--- config.mk ---
export PLATFORM = sky130hd
export DESIGN_NAME = mailbox
export DESIGN_NICKNAME = d
export VERILOG_FILES = /design/src/rtl/xctcmsg_pkg.sv /design/src/rtl/mailbox_match_select.sv /design/src/rtl/mailbox.sv
export SDC_FILE = /design/constraint.sdc
export NUM_CORES = 1
export LEC_CHECK = 0
export CAP_MARGIN = 20
export CORE_AREA = 3 3 94 114
export CTS_CLUSTER_SIZE = 24
export DETAILED_ROUTE_END_ITERATION = 16
export DIE_AREA = 0 0 97 117
export PLACE_DENSITY = 0.69
export SYNTH_ARGS = -nofsm -noshare
export SYNTH_HDL_FRONTEND = slang
export SYNTH_SLANG_ARGS = --single-unit
--- constraint.sdc ---
create_clock -name clk -period 3.6 [get_ports clk]
set_clock_uncertainty 0.15 [all_clocks]
set_input_delay 0.36 -clock clk [delete_from_list [all_inputs] [get_ports clk]]
set_output_delay 0.36 -clock clk [all_outputs]
set_load 0.02 [all_outputs]
--- src/rtl/xctcmsg_pkg.sv ---
// Shared message types for the receive path, plus the mailbox capacity that the
// top level and the receive unit must agree on.
package xctcmsg_pkg;

  localparam int MAILBOX_DEPTH = 4;
  localparam int ADDR_WIDTH    = 4;
  localparam int PAYLOAD_WIDTH = 16;

  typedef logic [ADDR_WIDTH-1:0] message_addr_t;

  typedef struct packed {
    message_addr_t address;
  } message_meta_t;

  typedef struct packed {
    message_meta_t            meta;
    logic [PAYLOAD_WIDTH-1:0] payload;
  } message_t;

  typedef struct packed {
    message_t message;
  } interface_receive_data_t;

endpackage

--- src/rtl/mailbox_match_select.sv ---
// Picks the lowest occupied slot whose sender passes the filter; purely combinational.
// No state and no handshake, so latency and backpressure belong to the caller.
module mailbox_match_select
  import xctcmsg_pkg::*;
#(
  parameter int DEPTH = MAILBOX_DEPTH,
  parameter int SEL_W = $clog2(DEPTH)
) (
  input  logic [DEPTH-1:0] slot_valid,
  input  message_addr_t    slot_address [DEPTH],
  input  logic             filter_enable,
  input  message_addr_t    filter_address,
  output logic [SEL_W-1:0] sel,
  output logic             sel_valid
);

  // Walking downwards lets the lowest matching index win; no match leaves sel at slot 0.
  always_comb begin
    sel       = '0;
    sel_valid = 1'b0;
    for (int i = DEPTH - 1; i >= 0; i--) begin
      if (slot_valid[i] && (!filter_enable || slot_address[i] == filter_address)) begin
        sel       = SEL_W'(i);
        sel_valid = 1'b1;
      end
    end
  end

endmodule

--- src/rtl/mailbox.sv ---
// Arrival-ordered receive buffer with optional sender filter; push visible to the
// receiver one cycle later, ready drops only on a full registered count.
module mailbox
  import xctcmsg_pkg::*;
#(
  parameter int DEPTH       = MAILBOX_DEPTH,
  parameter int COUNT_WIDTH = $clog2(DEPTH + 1)
) (
  input  logic                    clk,
  input  logic                    rst,
  input  logic                    loopback_mailbox_valid,
  output logic                    mailbox_loopback_ready,
  input  interface_receive_data_t loopback_mailbox_data,
  output logic                    mailbox_receiver_valid,
  input  logic                    receiver_mailbox_ready,
  output interface_receive_data_t mailbox_receiver_data,
  input  logic                    receiver_mailbox_filter_enable,
  input  message_addr_t           receiver_mailbox_filter_address,
  output logic [COUNT_WIDTH-1:0]  mailbox_count,
  output logic                    mailbox_empty
);

  localparam int SEL_W = $clog2(DEPTH);

  interface_receive_data_t slot_dat [DEPTH];
  logic [DEPTH-1:0]        slot_vld;
  logic [COUNT_WIDTH-1:0]  count;

  message_addr_t           slot_address [DEPTH];
  logic [SEL_W-1:0]        sel;
  logic                    sel_vld;
  logic                    push;
  logic                    pop;
  logic [COUNT_WIDTH-1:0]  wr_idx;

  always_comb begin
    for (int i = 0; i < DEPTH; i++) begin
      slot_address[i] = slot_dat[i].message.meta.address;
    end
  end

  mailbox_match_select #(
    .DEPTH (DEPTH),
    .SEL_W (SEL_W)
  ) u_match_select (
    .slot_valid     (slot_vld),
    .slot_address   (slot_address),
    .filter_enable  (receiver_mailbox_filter_enable),
    .filter_address (receiver_mailbox_filter_address),
    .sel            (sel),
    .sel_valid      (sel_vld)
  );

  // Ready comes from the registered count only, so a same-cycle pop never frees a slot early.
  assign mailbox_loopback_ready = (count < COUNT_WIDTH'(DEPTH));
  assign mailbox_receiver_valid = sel_vld;
  assign mailbox_receiver_data  = slot_dat[sel];
  assign mailbox_count          = count;
  assign mailbox_empty          = (count == '0);

  assign push   = loopback_mailbox_valid && mailbox_loopback_ready;
  assign pop    = sel_vld && receiver_mailbox_ready;
  assign wr_idx = pop ? count - 1'b1 : count;

  always_ff @(posedge clk) begin
    if (rst) begin
      slot_vld <= '0;
      count    <= '0;
    end else begin
      for (int i = 0; i < DEPTH; i++) begin
        if (pop && SEL_W'(i) >= sel) begin
          slot_vld[i] <= (i < DEPTH - 1) ? slot_vld[(i + 1) % DEPTH] : 1'b0;
        end
        if (push && wr_idx == COUNT_WIDTH'(i)) begin
          slot_vld[i] <= 1'b1;
        end
      end
      if (push && !pop) begin
        count <= count + 1'b1;
      end else if (pop && !push) begin
        count <= count - 1'b1;
      end
    end
  end

  // Payload storage carries no reset; validity alone decides what is live.
  always_ff @(posedge clk) begin
    for (int i = 0; i < DEPTH; i++) begin
      if (pop && SEL_W'(i) >= sel && i < DEPTH - 1) begin
        slot_dat[i] <= slot_dat[(i + 1) % DEPTH];
      end
      if (push && wr_idx == COUNT_WIDTH'(i)) begin
        slot_dat[i] <= loopback_mailbox_data;
      end
    end
  end

endmodule
### Word level (Yosys, flattened, before mapping)

Memory sizes are Yosys's and may differ from the RTL's.
Cells that the tools add are included.

| cells by class | value |
|---|---|
| $add $sub $neg | 2 |
| multiply operators | 0 |
| div/mod/pow operators | 0 |
| magnitude comparators | 5 |
| equal/unequal tests | 7 |
| shift operators | 0 |
| multiplexer cells | 39 |
| bitwise logic cells | 3 |
| reduce and logical (&&, ||, !) cells | 31 |

Operators with widths:

| operator | count |
|---|---|
| 2-to-1 mux 20 bit | 4 |
| 2-to-1 mux 1 bit | 27 |
| OR reduction 20 bit | 1 |
| == test 4 bit | 4 |
| logical AND 1 bit | 16 |
| 2-to-1 mux 2 bit | 5 |
| nonzero test 2 bit | 5 |
| 2-to-1 mux 3 bit | 3 |
| == test 3 x 2 -> 1 bit, second input constant | 2 |
| logical NOT 3 bit | 2 |
| >= comparator 1 x 2 -> 1 bit, first input constant | 2 |
| >= comparator 2 bit, first input constant | 2 |
| logical OR 1 bit | 4 |
| adder 3 x 1 -> 3 bit, second input constant | 1 |
| == test 3 x 1 -> 1 bit, second input constant | 1 |
| logical NOT 1 bit | 3 |
| less-than comparator 3 bit, second input constant | 1 |
| OR 1 bit | 3 |
| subtractor 3 x 1 -> 3 bit, second input constant | 1 |

| storage, ports and cells | value |
|---|---|
| bits in registers | 7 |
| bits in latches | 0 |
| RAM bits | 80 |
| bits in read-only memories | 0 |
| input port bits | 29 |
| output and inout bits | 26 |
| logic and storage cells | 93 |
| memories | 1 |

Memory list:

| name | depth | bits a word | rd ports | clocked after Yosys merged registers in | wr ports | RTL line | text |
|---|---|---|---|---|---|---|---|
| slot_dat | 4 | 20 | 5 | 0 | 3 | mailbox.sv:25 | `interface_receive_data_t slot_dat [DEPTH];` |

### Longest topological paths before layout

Gate-level depths: netlist (run 1).

| depth | value |
|---|---|
| depth after elaboration | 15 |
| mapped depth | 10 |
| mapped depth without buffers | 10 |

### By module

From an unflattened synthesis (run 1), not the netlist that was laid out.

| unflattened totals | value |
|---|---|
| cell total of the unflattened synthesis | 267 |
| area total of the unflattened synthesis | 4535.6 um^2 |

Modules (own cells, without submodules):

| module | times used | cells each | area each (um^2) | seq. area each (um^2) |
|---|---|---|---|---|
| mailbox | 1 | 239 | 4294.1 | 2542.4 |
| mailbox_match_select | 1 | 28 | 241.5 | 0.0 |

### Worst setup path after synthesis (run 1)

Ideal clock, no wire load.

| timing path | value |
|---|---|
| path kind | flip-flop to flip-flop |
| start point | memory slot_dat[2][17] (netlist bit) |
| end point | memory slot_dat[1][0] (netlist bit) (enable) |
| library setup time | 0.513 ns |
| data arrival time | 2.752 ns |
| required time | 2.937 ns |
| setup slack | 0.185 ns |
| cell stages (with the launch flop) | 8 |
| buffers on the path | 1 |
| clock period less this slack | 3.415 ns |
| path through | edfxtp_1 -> xor2_1 -> o41ai_1 -> a22oi_1 -> a21oi_4 -> mux2i_1 -> buf_6 -> o21ai_0 |

RTL lines:

| what | RTL line |
|---|---|
| start, declared | mailbox.sv:25 |

==> key figures, run 1 <==
GRT
  – Grt ovf: 0
  – Grt met2 use: 0.3117
  – Met3 usage in global routing: 0.02608
  – Vias in the first global route: 2,842
  – Initial antenna violation count: 0
  – Largest net degree at the start of global routing: 23
  – Global-route wire length before repair: 14,900 µm
  – GR peak layer: met2
  – Met1 Track Usage GR: 0.2043
  – GRT Total Usage: 0.1724

Logic synthesis
  – Syn avg cell area: 16.70 µm²
  – Synthesized Nets: 293
  – Synth top area share: 0.5532
  – Most common library cells after synthesis: edfxtp_1 (80), mux2_2 (58), mux4_2 (20), xor2_1 (18), nor2_1 (11)
  – Yosys reg bits: 87
  – Top-count cell post-synth: edfxtp_1
  – Dominant cell type by area after synthesis: edfxtp_1
  – Sequential share of the synthesized area: 0.5854
  – Synthesized instance count: 260
  – Post-synth ARST share: 0
  – Top post-synthesis cells by area: edfxtp_1 (55%), mux2_2 (15%), mux4_2 (10%)
  – Top FF cell, synth: edfxtp_1
  – Mapped cell area: 4343 µm²
  – Post-synth EDFFs: 80
  – Yosys Warn Count: 0
  – Distinct cells, synth: 31

Power
  – Peak VDD IR: 0.5773 mV
  – Seq pwr share: 0.370
  – Sw Pwr: 1.485 mW
  – Sw Ratio: 0.3294
  – Power density cells: 814.0 nW/µm²
  – Int Pwr: 3.023 mW
  – Total power: 4.508 mW
  – Comb pwr share: 0.434
  – Leakage: 1.959 nW
  – Clock group share of total power: 0.196

Final layout
  – Layout Cells excl Fill: 469
  – Number of diodes: 0
  – Fillers: 774
  – Sequential Area: 2542 µm²
  – Layout cells sized above 1: 0.3844
  – Final core occ: 0.5761
  – Area of the multi-input gates: 1733 µm²
  – Final std cell area, no fill: 5538 µm²
  – Final #Nets: 376
  – Layout area overhead: 27.51%

Clock network
  – Clk pin slew, worst setup/hold paths: 0.06 ns
  – CTS Buffer Depth: 2
  – H-tree level count: 3
  – Clock latency on the worst-skew pair: 0.33 ns
  – Root Buffer: clkbuf_16
  – CTS Buf Count: 9
  – Sink Count: 87
  – CTS tree: done

Route
  – Drt pass-1 iters: 4
  – First DRT Iteration DRCs: 76
  – Post-DRT Antenna Nets: 0
  – Via density: 5.505
  – Vias: 2,582
  – Routed wire per std cell: 19.64 µm
  – Routed wire length: 9210 µm
  – DRC viols: 0

Setup path
  – Data required time of the worst path: 3.09 ns
  – CP cell instances: clkdlybuf4s50_1 > buf_4 > xor2_1 > o41ai_1 > buf_4 > a22oi_2 > nor2b_2 > buf_4 > buf_4 > mux4_2 > dlygate4sd2_1
  – Crit-path max FO: 9
  – WP data arrival: 2.99 ns
  – CP Capture Type: output pin
  – Crit path kind: in2out
  – Crit-path most repeated cell: buf_4
  – CP Launch Type: input port
  – Critical Path Slowest Stage Cell: clkdlybuf4s50_1
  – Critical path's largest stage delay: 0.50 ns

STA
  – Setup_tns: 0 ns
  – Pins Over Slew Limit: 0
  – Maximum clock frequency: 0.2857 GHz
  – Slack of the critical path: 0.09962 ns
  – Final Critical Period: 3.500 ns
  – Fin crit share: 0.9723
  – RSZ-0062 raised after global routing: no
  – Final hold slack: 0.3776 ns
  – Setup violations, final: 0
  – Final hold vios: 0
  – Relative max-transition margin: 0.7818
  – Worst-margin pin slew: 0.3238 ns

Worst hold path
  – Worst min path class: reg2reg

Floorplan
  – Initial Utilization: 0.4518
  – Die X: 97 µm
  – I/O Pins: 55
  – Die Footprint: 11,350 µm²
  – DIE HEIGHT: 117 µm
  – Rows: 39
  – Core area: 9613 µm²

Placement
  – Port Buffers: 54
  – Pre-CTS setup slack: -0.1708 ns
  – Dpl cells: 455
  – GP Congestion: 0.7999
  – Dpl hpwl: 6280 µm
  – DP Area: 5271 µm²

Run status
  – Outcome: completed

Flow run
  – Max cap viols: 0
[placed cells by master (no fill, tap or decap), types with 3 or more instances in the layout]
master	netlist	layout
clkdlybuf4s50_1	0	34
mux2i_2	0	4
mux4_2	20	20
a21oi_1	5	5
o41ai_2	1	3
edfxtp_1	80	80
dfxtp_1	7	7
dlygate4sd2_1	0	20
clkbuf_16	0	9
buf_4	0	21
mux2_2	58	58
nor2_1	11	10
inv_1	5	5
buf_12	0	7
nand2_1	9	9
ha_1	4	4
xor2_1	18	18
nor2b_1	4	3
[registers in the layout (all words and copies together) (netlist names)]
signal / count
slot_dat: 80
slot_vld: 4
mailbox_count: 3
[path summary, 6_finish.rpt]
| kind | to | start | cells after the start | slack, ns |
|---|---|---|---|---|
| worst min register to register | slot_vld[0] | slot_vld[0] | 2 | 0.38 |
| worst min-delay path | slot_vld[0] | slot_vld[0] | 2 | 0.38 |
| worst max-delay path | mailbox_receiver_data[17] | receiver_mailbox_filter_address[1] | 11 | 0.1 |
| worst max register to register | slot_dat[1][4] | slot_dat[1][17] | 9 | 0.61 |
[power groups by stage]
stage	Combinational [mW]	Clock, mW	Sequential (mW)
after floorplan	1.24	0	1.65
after global placement	2.06	0	1.68
after detailed placement	2.09	0	1.69
after CTS	1.98	0.902	1.67
after global routing	2.10	0.940	1.70
final	1.96	0.883	1.67
[what timing repair did]
action / 4_1_cts / 5_1_grt
setup endpoints to repair: 20 / 12
setup buffers: 0 / 0
gates resized for setup: 21 / 1
hold buffers: 0 / 0
pin swaps: 0 / 0
[logic make-up after synthesis]
logic type,count (synthesis),synth area share
and+or+nand+nor,32,0.03457
adders and majority gates,4,0.01152
xor gates and xnor gates,18,0.03630
AOI/OAI and AO/OA,19,0.03515
DFF,87,0.5854
muxes,85,0.2725
buffers and inverters,15,0.02449
[worst max-delay path, delay by kind of cell]
kind	cells	cell delay, ns
muxes	1	0.29
buffers and inverters	6	1.54
and+or+nand+nor	1	0.19
AOI/OAI and AO/OA	2	0.46
xor gates and xnor gates	1	0.15
[per-layer routing]
metal / vias up / routed length [µm] / part of all wire
met3: 17 / 233 / 0.025
met1: 1315 / 3876 / 0.42
met5: - / 0 / 0
met2: 47 / 4882 / 0.53
met4: 0 / 218 / 0.024
li1: 1203 / - / -
[layout make-up]
| cell class | instances | share of cell area |
|---|---|---|
| Inverter | 5 | 0.003389 |
| Timing Repair Buffer | 82 | 0.1469 |
| Tap cell | 123 | 0.02779 |
| Clock inverter | 5 | 0.009263 |
| Multi-Input combinational cell | 158 | 0.3129 |
| Clock buffer | 9 | 0.04067 |
| Sequential cell | 87 | 0.4591 |
(Power assumes the default switching activity.)
==> run 2, diff against run 1 <==
--- a/config.mk
+++ b/config.mk
@@ -11,6 +11,7 @@
 export DETAILED_ROUTE_END_ITERATION = 16
 export DIE_AREA = 0 0 97 117
 export PLACE_DENSITY = 0.69
+export SKIP_CTS_REPAIR_TIMING = 1
 export SYNTH_ARGS = -nofsm -noshare
 export SYNTH_HDL_FRONTEND = slang
 export SYNTH_SLANG_ARGS = --single-unit
==> run 2 against run 1 <==
Effect of this change: count of clock-buffer cells in the layout unchanged; final area increased by 1.4%; sequential share of layout area decreased by 0.65 points; utilization increased by 0.83 points; flip-flop and latch count unchanged; critical path type unchanged; largest cell class unchanged; highest routed layer unchanged.
==> key figures, run 2 (synthesized netlist as in run 1, its figures left out) <==
Run status
  – Outcome: completed

Clock network
  – CTS Buf Count: 9 (unchanged)
  – CTS Buffer Depth: 2 (unchanged)
  – Clk pin slew, worst setup/hold paths: 0.06 ns (about the same)
  – Sink Count: 87 (unchanged)
  – Clock latency on the worst-skew pair: 0.33 ns (about the same)
  – Root Buffer: clkbuf_16
  – H-tree level count: 3 (unchanged)
  – CTS tree: done

Placement
  – Dpl hpwl: 6280 µm (unchanged)
  – Pre-CTS setup slack: -0.1708 ns (unchanged)
  – Port Buffers: 54 (unchanged)
  – GP Congestion: 0.7999 (unchanged)

Route
  – Post-DRT Antenna Nets: 0 (unchanged)
  – Routed wire length: 9262 µm (+0.56%)
  – Routed wire per std cell: 19.75 µm (+0.56%)
  – Drt pass-1 iters: 5 (+1)
  – DRC viols: 0 (unchanged)
  – Via density: 5.484 (-0.39%)
  – First DRT Iteration DRCs: 70 (-7.9%)
  – Vias: 2,572 (-0.39%)

GRT
  – Initial antenna violation count: 0 (unchanged)
  – Vias in the first global route: 2,837 (-0.18%)
  – GRT Total Usage: 0.1719 (-0.0005181)
  – Grt ovf: 0 (unchanged)
  – Global-route wire length before repair: 14,850 µm (-0.38%)
  – Largest net degree at the start of global routing: 23 (unchanged)

Setup path
  – Crit-path most repeated cell: buf_4
  – R2r worst-path depth: 8 (-1)
  – CP top delay family: buffers and inverters
  – Critical Path Slowest Stage Cell: clkdlybuf4s50_1
  – CP Buf/Inv Count: 5 (-1)
  – CP Capture Type: output pin
  – Crit path kind: in2out
  – CP cell instances: clkdlybuf4s50_1 > buf_4 > xor2_1 > o41ai_1 > buf_4 > and2_1 > nor2_2 > buf_12 > mux4_2 > dlymetal6s2s_1
  – R2r setup slk: 0.58 ns (-0.03 ns)
  – Crit Reg-Reg Endpoint: slot_dat[1][4]
  – Data required time of the worst path: 3.09 ns (about the same)
  – WP data arrival: 2.85 ns (-0.14 ns)
  – Critical path's largest stage delay: 0.50 ns (about the same)
  – Crit-path max FO: 15 (+6)
  – Reg2reg start: slot_dat[3][17]
  – CP Launch Type: input port

Power
  – Power density cells: 817.9 nW/µm² (+0.48%)
  – Int Pwr: 3.106 mW (+2.7%)
  – Peak VDD IR: 0.5765 mV (-0.15%)
  – Comb pwr share: 0.445 (+0.011)
  – Sw Ratio: 0.3241 (-0.005354)
  – Clock group share of total power: 0.192 (-0.004)
  – Sw Pwr: 1.489 mW (+0.27%)
  – Seq pwr share: 0.363 (-0.007)
  – Leakage: 2.121 nW (+8.3%)

Final layout
  – Max reg flops: 80 (unchanged)
  – Final core occ: 0.5844 (+0.008330)
  – Top reg by flops: slot_dat
  – Most common cell after layout, fill and taps aside: edfxtp_1
  – Number of diodes: 0 (unchanged)
  – Layout cells sized above 1: 0.3844 (unchanged)
  – Layout area overhead: 29.36%
  – Final #Nets: 376 (unchanged)
  – Most frequent cells in the layout: edfxtp_1 (80), mux2_2 (58), clkdlybuf4s50_1 (34), buf_4 (21)

STA
  – Maximum clock frequency: 0.2976 GHz (+4.2%)
  – Relative max-transition margin: 0.7461 (-0.03565)
  – Slack of the critical path: 0.2402 ns (+0.1405 ns)
  – Pins Over Slew Limit: 0 (unchanged)
  – RSZ-0062 raised after global routing: no
  – Fin crit share: 0.9333 (-0.03904)
  – Final hold vios: 0 (unchanged)
  – Setup violations, final: 0 (unchanged)
  – Worst-margin pin slew: 0.3808 ns (+0.05701 ns)
  – Final Critical Period: 3.360 ns (-0.1405 ns)

Floorplan
  – Rows: 39 (unchanged)
  – Die X: 97 µm (unchanged)
  – Core area: 9613 µm² (unchanged)
  – DIE HEIGHT: 117 µm (unchanged)
  – I/O Pins: 55 (unchanged)
  – Die Footprint: 11,350 µm² (unchanged)
  – Initial Utilization: 0.4518 (unchanged)

Worst hold path
  – HP Start: slot_vld[0]
  – Hold path depth: 2 (unchanged)
  – Worst Hold End: slot_vld[0]
  – Worst min path class: reg2reg

Flow run
  – Max cap viols: 0 (unchanged)
-- run 2: per-layer routing --
metal  global-route usage  wire length, µm
met1               0.2031             3901
met2               0.3117             4943
met3              0.02549              212
met4              0.08146              204
met5                    0                0
-- run 2: worst max-delay path by stage --
| stage | to | slack [ns] | startpoint | cells past startpoint |
|---|---|---|---|---|
| 5_1_grt | mailbox_receiver_data[17] | 0.16 | receiver_mailbox_filter_address[1] | 11 |
| 6_report | mailbox_receiver_data[0] | 0.24 | receiver_mailbox_filter_address[1] | 10 |
| 2_1_floorplan | slot_dat[1][0] | 0.18 | slot_dat[2][17] | 7 |
| 4_1_cts | mailbox_receiver_data[17] | -0.19 | receiver_mailbox_filter_address[0] | 9 |
| 3_3_place_gp | mailbox_receiver_data[0] | -0.14 | receiver_mailbox_filter_address[1] | 8 |
| 3_5_place_dp | mailbox_receiver_data[0] | -0.17 | receiver_mailbox_filter_address[0] | 8 |
-- run 2: per-stage QoR --
step | hold slack, ns | instance area, µm² | instances | total power [mW] | setup TNS, ns
2_1_floorplan | 0.2791 | 4343 | 260 | 2.889 | 0
3_3_place_gp | 0.3540 | 5271 | 455 | 3.740 | -2.251
3_5_place_dp | 0.3600 | 5271 | 455 | 3.774 | -2.944
4_1_cts | 0.3697 | 5548 | 469 | 4.671 | -3.231
5_1_grt | 0.4370 | 5618 | 469 | 4.827 | 0
6_report | 0.3823 | 5618 | 469 | 4.595 | 0
-- run 2: cell type report --
| class | count | area [µm²] |
|---|---|---|
| clock buffer | 9 | 225.2 |
| clock inverter | 5 | 51.30 |
| fill | 761 | 3995 |
| inverter | 5 | 18.77 |
| multi-input combinational | 158 | 1738 |
| sequential | 87 | 2542 |
| tap | 123 | 153.9 |
| timing repair buffer | 82 | 888.4 |
-- run 2: power by group through the flow --
stage                     sequential [mW]  combinational [mW]  clock [mW]
final                                1.67                2.04       0.883
after global routing                 1.70                2.19       0.940
after CTS                            1.67                2.10       0.902
after detailed placement             1.69                2.09           0
after global placement               1.68                2.06           0
after floorplan                      1.65                1.24           0
-- run 2: tightest hold or removal path, cell delays in order, from the launching register on --
cell and delay [ns]:
dfxtp_1 0.34, o21ai_0 0.08, a21oi_1 0.06
